### config.mk
export PLATFORM = sky130hd
export DESIGN_NAME = uart_receiver_control
export DESIGN_NICKNAME = d
export VERILOG_FILES = /design/src/rtl/uart_receiver_control.sv
export SDC_FILE = /design/constraint.sdc
export NUM_CORES = 1
export LEC_CHECK = 0
export BUFFER_PORTS_ARGS = -buffer_cell sky130_fd_sc_hd__buf_2
export CAP_MARGIN = 20
export CELL_PAD_IN_SITES_DETAIL_PLACEMENT = 0
export CELL_PAD_IN_SITES_GLOBAL_PLACEMENT = 1
export CORE_ASPECT_RATIO = 1.1
export CORE_UTILIZATION = 44
export DETAILED_ROUTE_END_ITERATION = 10
export PLACE_DENSITY = 0.72
export SLEW_MARGIN = 20
export SYNTH_ARGS = -nofsm -noshare
export SYNTH_HDL_FRONTEND = slang
export SYNTH_SLANG_ARGS = --single-unit
### constraint.sdc
create_clock -name clk_i -period 1.6 [get_ports clk_i]
set_input_delay 0 -clock clk_i [delete_from_list [all_inputs] [get_ports clk_i]]
set_output_delay 0 -clock clk_i [all_outputs]
set_load 0.01 [all_outputs]
### src/rtl/uart_receiver_control.sv
// UART receive sequencer: line synchroniser, x16 oversampling timebase and
// start/data/stop framing FSM that strobes an external receive shift register.
module uart_receiver_control #(
  parameter int BAUD_DIV = 54
) (
  input  logic clk_i,
  input  logic rstb_i,
  input  logic RxD,
  output logic rxd_o,
  output logic baudx16,
  output logic midbit,
  output logic shift_en,
  output logic busy,
  output logic rx_valid,
  output logic frame_err
);

  localparam int DIV_W = $clog2(BAUD_DIV);
  localparam logic [DIV_W-1:0] DIV_LAST = DIV_W'(BAUD_DIV - 1);

  localparam logic [2:0] ST_IDLE  = 3'd0;
  localparam logic [2:0] ST_START = 3'd1;
  localparam logic [2:0] ST_DATA  = 3'd2;
  localparam logic [2:0] ST_STOP  = 3'd3;
  localparam logic [2:0] ST_WAIT  = 3'd4;

  logic [1:0]       sync_r;
  logic [DIV_W-1:0] div_cnt_r;
  logic             baud_r;
  logic [2:0]       state_r, state_s;
  logic [3:0]       sample_r, sample_s;
  logic [2:0]       bit_r, bit_s;
  logic             valid_r, valid_s;
  logic             ferr_r, ferr_s;
  logic             line_s;

  assign line_s = sync_r[1];

  // two-flop synchroniser for the asynchronous serial line (idles high)
  always_ff @(posedge clk_i or negedge rstb_i) begin
    if (!rstb_i) begin
      sync_r <= 2'b11;
    end else begin
      sync_r <= {sync_r[0], RxD};
    end
  end

  // free-running prescaler; never realigned to incoming frames
  always_ff @(posedge clk_i or negedge rstb_i) begin
    if (!rstb_i) begin
      div_cnt_r <= '0;
      baud_r    <= 1'b0;
    end else begin
      baud_r <= (div_cnt_r == DIV_LAST);
      if (div_cnt_r == DIV_LAST) begin
        div_cnt_r <= '0;
      end else begin
        div_cnt_r <= div_cnt_r + DIV_W'(1);
      end
    end
  end

  // framing FSM next-state; only advances on oversample ticks
  always_comb begin
    state_s  = state_r;
    sample_s = sample_r;
    bit_s    = bit_r;
    valid_s  = 1'b0;
    ferr_s   = 1'b0;
    if (baud_r) begin
      case (state_r)
        ST_IDLE: begin
          if (!line_s) begin
            state_s  = ST_START;
            sample_s = 4'd0;
          end else begin
            state_s = ST_IDLE;
          end
        end
        ST_START: begin
          // start-bit centre: a high line here means the falling edge was a glitch
          if (sample_r == 4'd7) begin
            if (!line_s) begin
              state_s  = ST_DATA;
              sample_s = 4'd0;
              bit_s    = 3'd0;
            end else begin
              state_s = ST_IDLE;
            end
          end else begin
            sample_s = sample_r + 4'd1;
          end
        end
        ST_DATA: begin
          sample_s = sample_r + 4'd1;
          if (sample_r == 4'd15) begin
            bit_s = bit_r + 3'd1;
            if (bit_r == 3'd7) begin
              state_s = ST_STOP;
            end else begin
              state_s = ST_DATA;
            end
          end else begin
            bit_s = bit_r;
          end
        end
        ST_STOP: begin
          sample_s = sample_r + 4'd1;
          if (sample_r == 4'd15) begin
            if (line_s) begin
              valid_s = 1'b1;
              state_s = ST_IDLE;
            end else begin
              ferr_s  = 1'b1;
              state_s = ST_WAIT;
            end
          end else begin
            state_s = ST_STOP;
          end
        end
        ST_WAIT: begin
          // a held-low line (break) must rise before a new start is accepted
          if (line_s) begin
            state_s = ST_IDLE;
          end else begin
            state_s = ST_WAIT;
          end
        end
        default: begin
          state_s = ST_IDLE;
        end
      endcase
    end else begin
      state_s = state_r;
    end
  end

  // FSM state and frame-status pulse registers
  always_ff @(posedge clk_i or negedge rstb_i) begin
    if (!rstb_i) begin
      state_r  <= ST_IDLE;
      sample_r <= 4'd0;
      bit_r    <= 3'd0;
      valid_r  <= 1'b0;
      ferr_r   <= 1'b0;
    end else begin
      state_r  <= state_s;
      sample_r <= sample_s;
      bit_r    <= bit_s;
      valid_r  <= valid_s;
      ferr_r   <= ferr_s;
    end
  end

  assign rxd_o     = line_s;
  assign baudx16   = baud_r;
  assign midbit    = ((state_r == ST_DATA) || (state_r == ST_STOP)) && (sample_r == 4'd15);
  assign shift_en  = (state_r == ST_STOP);
  assign busy      = (state_r != ST_IDLE);
  assign rx_valid  = valid_r;
  assign frame_err = ferr_r;

endmodule

* After elaboration in Yosys (flattened, before gate mapping)
Cells that the tools add are included.
** Word-level totals
- Flip-flop bits (word level) :: 21
- Input bits :: 3
- Logic and storage cells :: 56
** Cells by class
- $add $sub $neg :: 3
- Equal/unequal tests :: 11
- Mux-type cells :: 24
- Reduce and logical (&&, ||, !) cells :: 10
** Operators with widths (number)
- 3-bit two-way mux :: 7
- 3-bit one-hot mux with 5 select lines :: 1
- 4-bit one-hot mux with 3 select lines :: 1
- 1-bit two-way mux :: 10
- 4-bit two-way mux :: 2
- 6-bit by 1-bit adder with 6-bit output (second input constant) :: 1
- 3-bit by 2-bit equality test with 1-bit output (second input constant) :: 2
- 3-bit equality test (second input constant) :: 2
- 6-bit equality test (second input constant) :: 1
- 6-bit two-way mux :: 1
- 2-bit != test (second input constant) :: 3
- 3-bit one-hot mux with 2 select lines :: 1
- 3-bit nonzero test :: 2
- 5-bit AND reduction :: 1
- 4-bit by 1-bit adder with 4-bit output (second input constant) :: 1
- 4-bit by 3-bit equality test with 1-bit output (second input constant) :: 1
- 4-bit equality test (second input constant) :: 1
- 3-bit by 1-bit adder with 3-bit output (second input constant) :: 1
- 3-bit by 1-bit equality test with 1-bit output (second input constant) :: 1
- 3-bit logical NOT :: 1
- 3-bit AND reduction :: 1
- 2-bit two-way mux :: 1
- 2-bit AND reduction :: 1
- 2-bit nonzero test :: 1
- other kinds (3) :: 3

* Depth between registers and ports, before layout
- Depth in word-level cells :: 4
- Gate-level depth with buffers :: 6
- Mapped depth without buffers :: 5

* Least setup slack after synthesis
Ideal clock, no wire load.
- Path type :: register to register
- Start point :: register sample_r[0]
- End point :: register sample_r[0]
- Library setup time :: 0.125 ns
- Arrival time :: 1.327 ns
- Data required time :: 1.475 ns
- Setup slack :: 0.148 ns
- Stages on the path, launching flop included :: 6
- Path buffers :: 0
- Period minus slack after synthesis :: 1.452 ns
- Cell sequence :: dfrtp_1 ha_1 nand3b_1 a21oi_1 a21o_2 mux2_2
** Between the ends
- Longest elaborated chain between the ends :: 3
- Elaborated cells between the ends (all ways) :: 5
- Classes of those cells :: add/sub (1); eq/ne (1); mux (3)
** Ends and longest elaborated chain
- start, declared :: line 31 : logic [3:0] sample_r, sample_s;
- start signal, assigned :: line 148 : sample_r <= sample_s;
- 4-bit by 1-bit adder with 4-bit output, or another cell as far along :: line 91, 95, 108
- 4-bit two-way mux :: line 82 : if (sample_r == 4'd7) begin
- 4-bit one-hot mux with 3 select lines * :: line 71 : case (state_r)
Mark *: on every way between the ends. The rest lies on a longest branch, timed or not.
A chain may end at the register's enable or synchronous reset.

* Worst setup path in the final report
Ends and elaborated chain as after synthesis.

==> summary.txt <==
STA
  – RSZ-0062 raised after global routing: yes
  – Count of final hold-check violations: 0
  – Slew HR: 68.9%
  – Crit share post-route: 96.3%
  – Clock Skews: 0.00929 ns
  – Final setup vio count: 0
  – Tmin final: 1.54 ns
  – Slew @ Worst Pin: 0.466 ns
  – Max Clock Freq: 649 MHz
  – Setup TNS: 0 ns
  – Final Max Slew Viols: 0

Yosys
  – Largest family of logic cells by synthesized area: simple AND/OR/NAND/NOR gates
  – Synth Area in XOR/XNOR: 2.53%
  – Ys Warns: 0
  – Compound-gate portion of the synthesized area: 13.1%
  – Post-Syn Area per Cell: 10.6 um^2
  – Synth Net Count: 106
  – Sequential area share after synthesis: 50.8%
  – Syn Inst Count: 98
  – Post-synthesis adder-cell area fraction: 6.02%
  – Simple-Gate Fraction of Synth Area: 20.3%
  – Mux share of post-synthesis cell area: 2.17%
  – Mapped Area: 1040 um^2
  – Seq cells post-synth: 21
  – Cell variety after synth: 33

Die
  – Die Footprint: 2560 um^2
  – Die height: 53.0 um
  – Ports: 10
  – Chip Width: 48.4 um
  – Placeable core area: 2230 um^2
  – Initial Utilization: 46.6%
  – Row cnt: 18

Placement
  – DP Wirelength: 1330 um
  – Input/output buffers: 9
  – GPL Wtd Cong: 0.734
  – Dpl cell area: 1110 um^2

Power and ir drop
  – Sw power: 163 uW
  – Clock Power Share: 30.5%
  – Power share of the combinational group: 2.2%
  – PD cells: 689 nW/um^2
  – Peak VDD IR: 0.680 mV
  – Leak: 0.530 nW
  – Power share of the sequential group: 67.3%
  – Switching part of the total power: 20.3%
  – Internal power: 638 uW

CTS
  – H-tree depth: 1
  – CTS sink count: 21
  – Total CTS buffers: 3
  – Clock latency on the worst-skew pair: 0.29 ns
  – Clock root cell: clkbuf_4
  – CTS tree: built
  – Max clock buf depth: 2
  – Clock transition at the registers of the reported paths: 0.11 ns

Setup path
  – Crit path to: sample_r[0]
  – Critical Path Source: sample_r[0]
  – Reg2Reg Depth: 5
  – R2r setup slk: 0.06 ns
  – Crit Path Category: flop to flop
  – CP startpoint kind: flop
  – Crit path capture type: flop
  – Reg-to-Reg Start: sample_r[0]
  – Reg2reg end: sample_r[0]
  – Req. time, crit path: 1.78 ns
  – Crit path arrival time: 1.72 ns
  – CP Max Fanout: 4

Detailed routing
  – DRC violations left: 0
  – Routed via count: 745
  – Routed length per placed instance: 12.8 um
  – Routed Antenna Nets: 0
  – Vias per inst: 5.25
  – Drt initial violations: 4
  – DRT Pass-1 Iters: 3
  – Final wirelength: 1810 um

Global routing
  – Largest net degree at the start of global routing: 22
  – GRT Total Usage: 16.1%
  – Vias in the first global route: 757
  – Grt total ovfl: 0
  – First-pass GRT wire length: 3080 um
  – Initial antenna violation count: 0

Cells and area
  – Antenna diode count: 0
  – Fraction of layout cells with a size suffix above 1: 22.3%
  – Fin area: 1160 um^2
  – Synth-to-layout area growth: 11.8%
  – Nets: 121
  – Fill cells: 212

Run status
  – Status: finished, final reports clean

Hold path
  – Worst hold path type: input pin to async pin

Run
  – Max-cap violations: 0
-- cell type report --
cell class	instances	area (um^2)	share of cell area [%]
flip-flops and latches	21	528	45.4
multi-input cells	69	468	40.3
repair buffers	14	87.6	7.54
well taps	30	37.5	3.23
clock buffers	4	26.3	2.26
inverters	4	15.0	1.29
-- critical path: stages, from the launching register on --
cell      delay [ns]
dfrtp_1         0.42
ha_1            0.25
nand3b_1        0.17
a21oi_2         0.10
a21o_2          0.24
mux2_2          0.26
-- worst min-delay path by stage --
| stage | end | slack [ns] | cells after the start |
|---|---|---|---|
| after CTS | bit_r[1] | 0.17 | 2 |
| after detailed placement | bit_r[1] | -0.02 | 1 |
| after global placement | bit_r[1] | -0.03 | 1 |
| after global routing | div_cnt_r[1] | 0.23 | 2 |
| final | bit_r[1] | 0.17 | 2 |
| after floorplan | baudx16 | -0.30 | 0 |
-- power groups by stage --
stage               Combinational [mW]  Clock (mW)  Sequential, mW
global route                    0.0208       0.278           0.540
finish                          0.0176       0.244           0.539
global placement                0.0143           0           0.549
detailed placement              0.0149           0           0.549
CTS                             0.0185       0.264           0.539
floorplan                     0.000116           0           0.549
-- stage by stage --
stage | util [%] | power, mW | hold WS [ns] | instances | setup WS [ns]
6_report | 52.1 | 0.801 | 0.175 | 142 | 0.0589
5_1_grt | 52.1 | 0.839 | 0.228 | 142 | -0.0158
4_1_cts | 51.7 | 0.821 | 0.169 | 142 | 0.0305
3_5_place_dp | 49.7 | 0.564 | -0.0162 | 136 | 0.0457
3_3_place_gp | 49.7 | 0.563 | -0.0292 | 136 | 0.0866
2_1_floorplan | - | 0.549 | -0.296 | 98 | 0.148
-- routing by layer --
metal	vias to the layer above	track usage (%)	part of all wire, %
met5	-	0	0
met4	0	8.82	1.0
met3	2	2.01	2.0
met2	5	30.0	52
met1	359	18.1	45
li1	379	-	-
-- state kept, by name, summed over array words and instances, names as in the netlist --
register	count
sync_r	2
baudx16	1
bit_r	3
div_cnt_r	6
rx_valid	1
frame_err	1
sample_r	4
state_r	3
-- placed cells by master (no fill, tap or decap), types with 4 or more instances in the layout --
cell type and n:
buf_2 9, a21oi_1 4, nor2_1 13, nand2_1 4, a22o_1 4, inv_1 4, ha_1 5, dfrtp_1 19
nand3_1 5
-- kinds of logic after synthesis --
logic type / after synthesis
compound gates: 20
xor+xnor: 3
simple gates: 39
buf+inv: 8
flops: 21
fa+ha+maj: 5
mux: 2
-- synthesized netlist by cell type --
library cell | instances | share of area [%]
and3b_2 | 1 | 0.96
xor2_1 | 2 | 1.7
a21oi_1 | 5 | 2.4
o211ai_1 | 1 | 0.72
a21o_2 | 1 | 0.84
o22ai_1 | 1 | 0.60
o2bb2ai_1 | 2 | 1.7
inv_1 | 4 | 1.4
dfrtp_1 | 19 | 46
a211oi_1 | 1 | 0.72
nand4_1 | 3 | 1.8
nand3_1 | 5 | 2.4
nor3b_1 | 2 | 1.4
o21ai_1 | 1 | 0.48
a22oi_1 | 1 | 0.72
nor2_1 | 13 | 4.7
or3_2 | 1 | 0.72
and3_1 | 1 | 0.60
and2_1 | 1 | 0.60
a31oi_1 | 1 | 0.60
buf_6 | 3 | 3.2
a22o_1 | 4 | 3.4
o21ai_0 | 2 | 0.96
clkbuf_1 | 1 | 0.36
nand3b_1 | 2 | 1.4
ha_1 | 5 | 6.0
nand2_1 | 4 | 1.4
nor3_1 | 4 | 1.9
xnor2_1 | 1 | 0.84
nand2b_4 | 1 | 1.3
or4b_1 | 1 | 0.96
mux2_2 | 2 | 2.2
dfstp_2 | 2 | 5.1
-- what timing repair did --
| item | in CTS | in global routing |
|---|---|---|
| resized for setup | 0 | 2 |
| setup buffers | 0 | 0 |
| hold endpoints to repair | 22 | 0 |
| hold buffers | 2 | 0 |
| setup endpoints to repair | 0 | 6 |
Note: power is estimated with default switching activity, not from simulation.
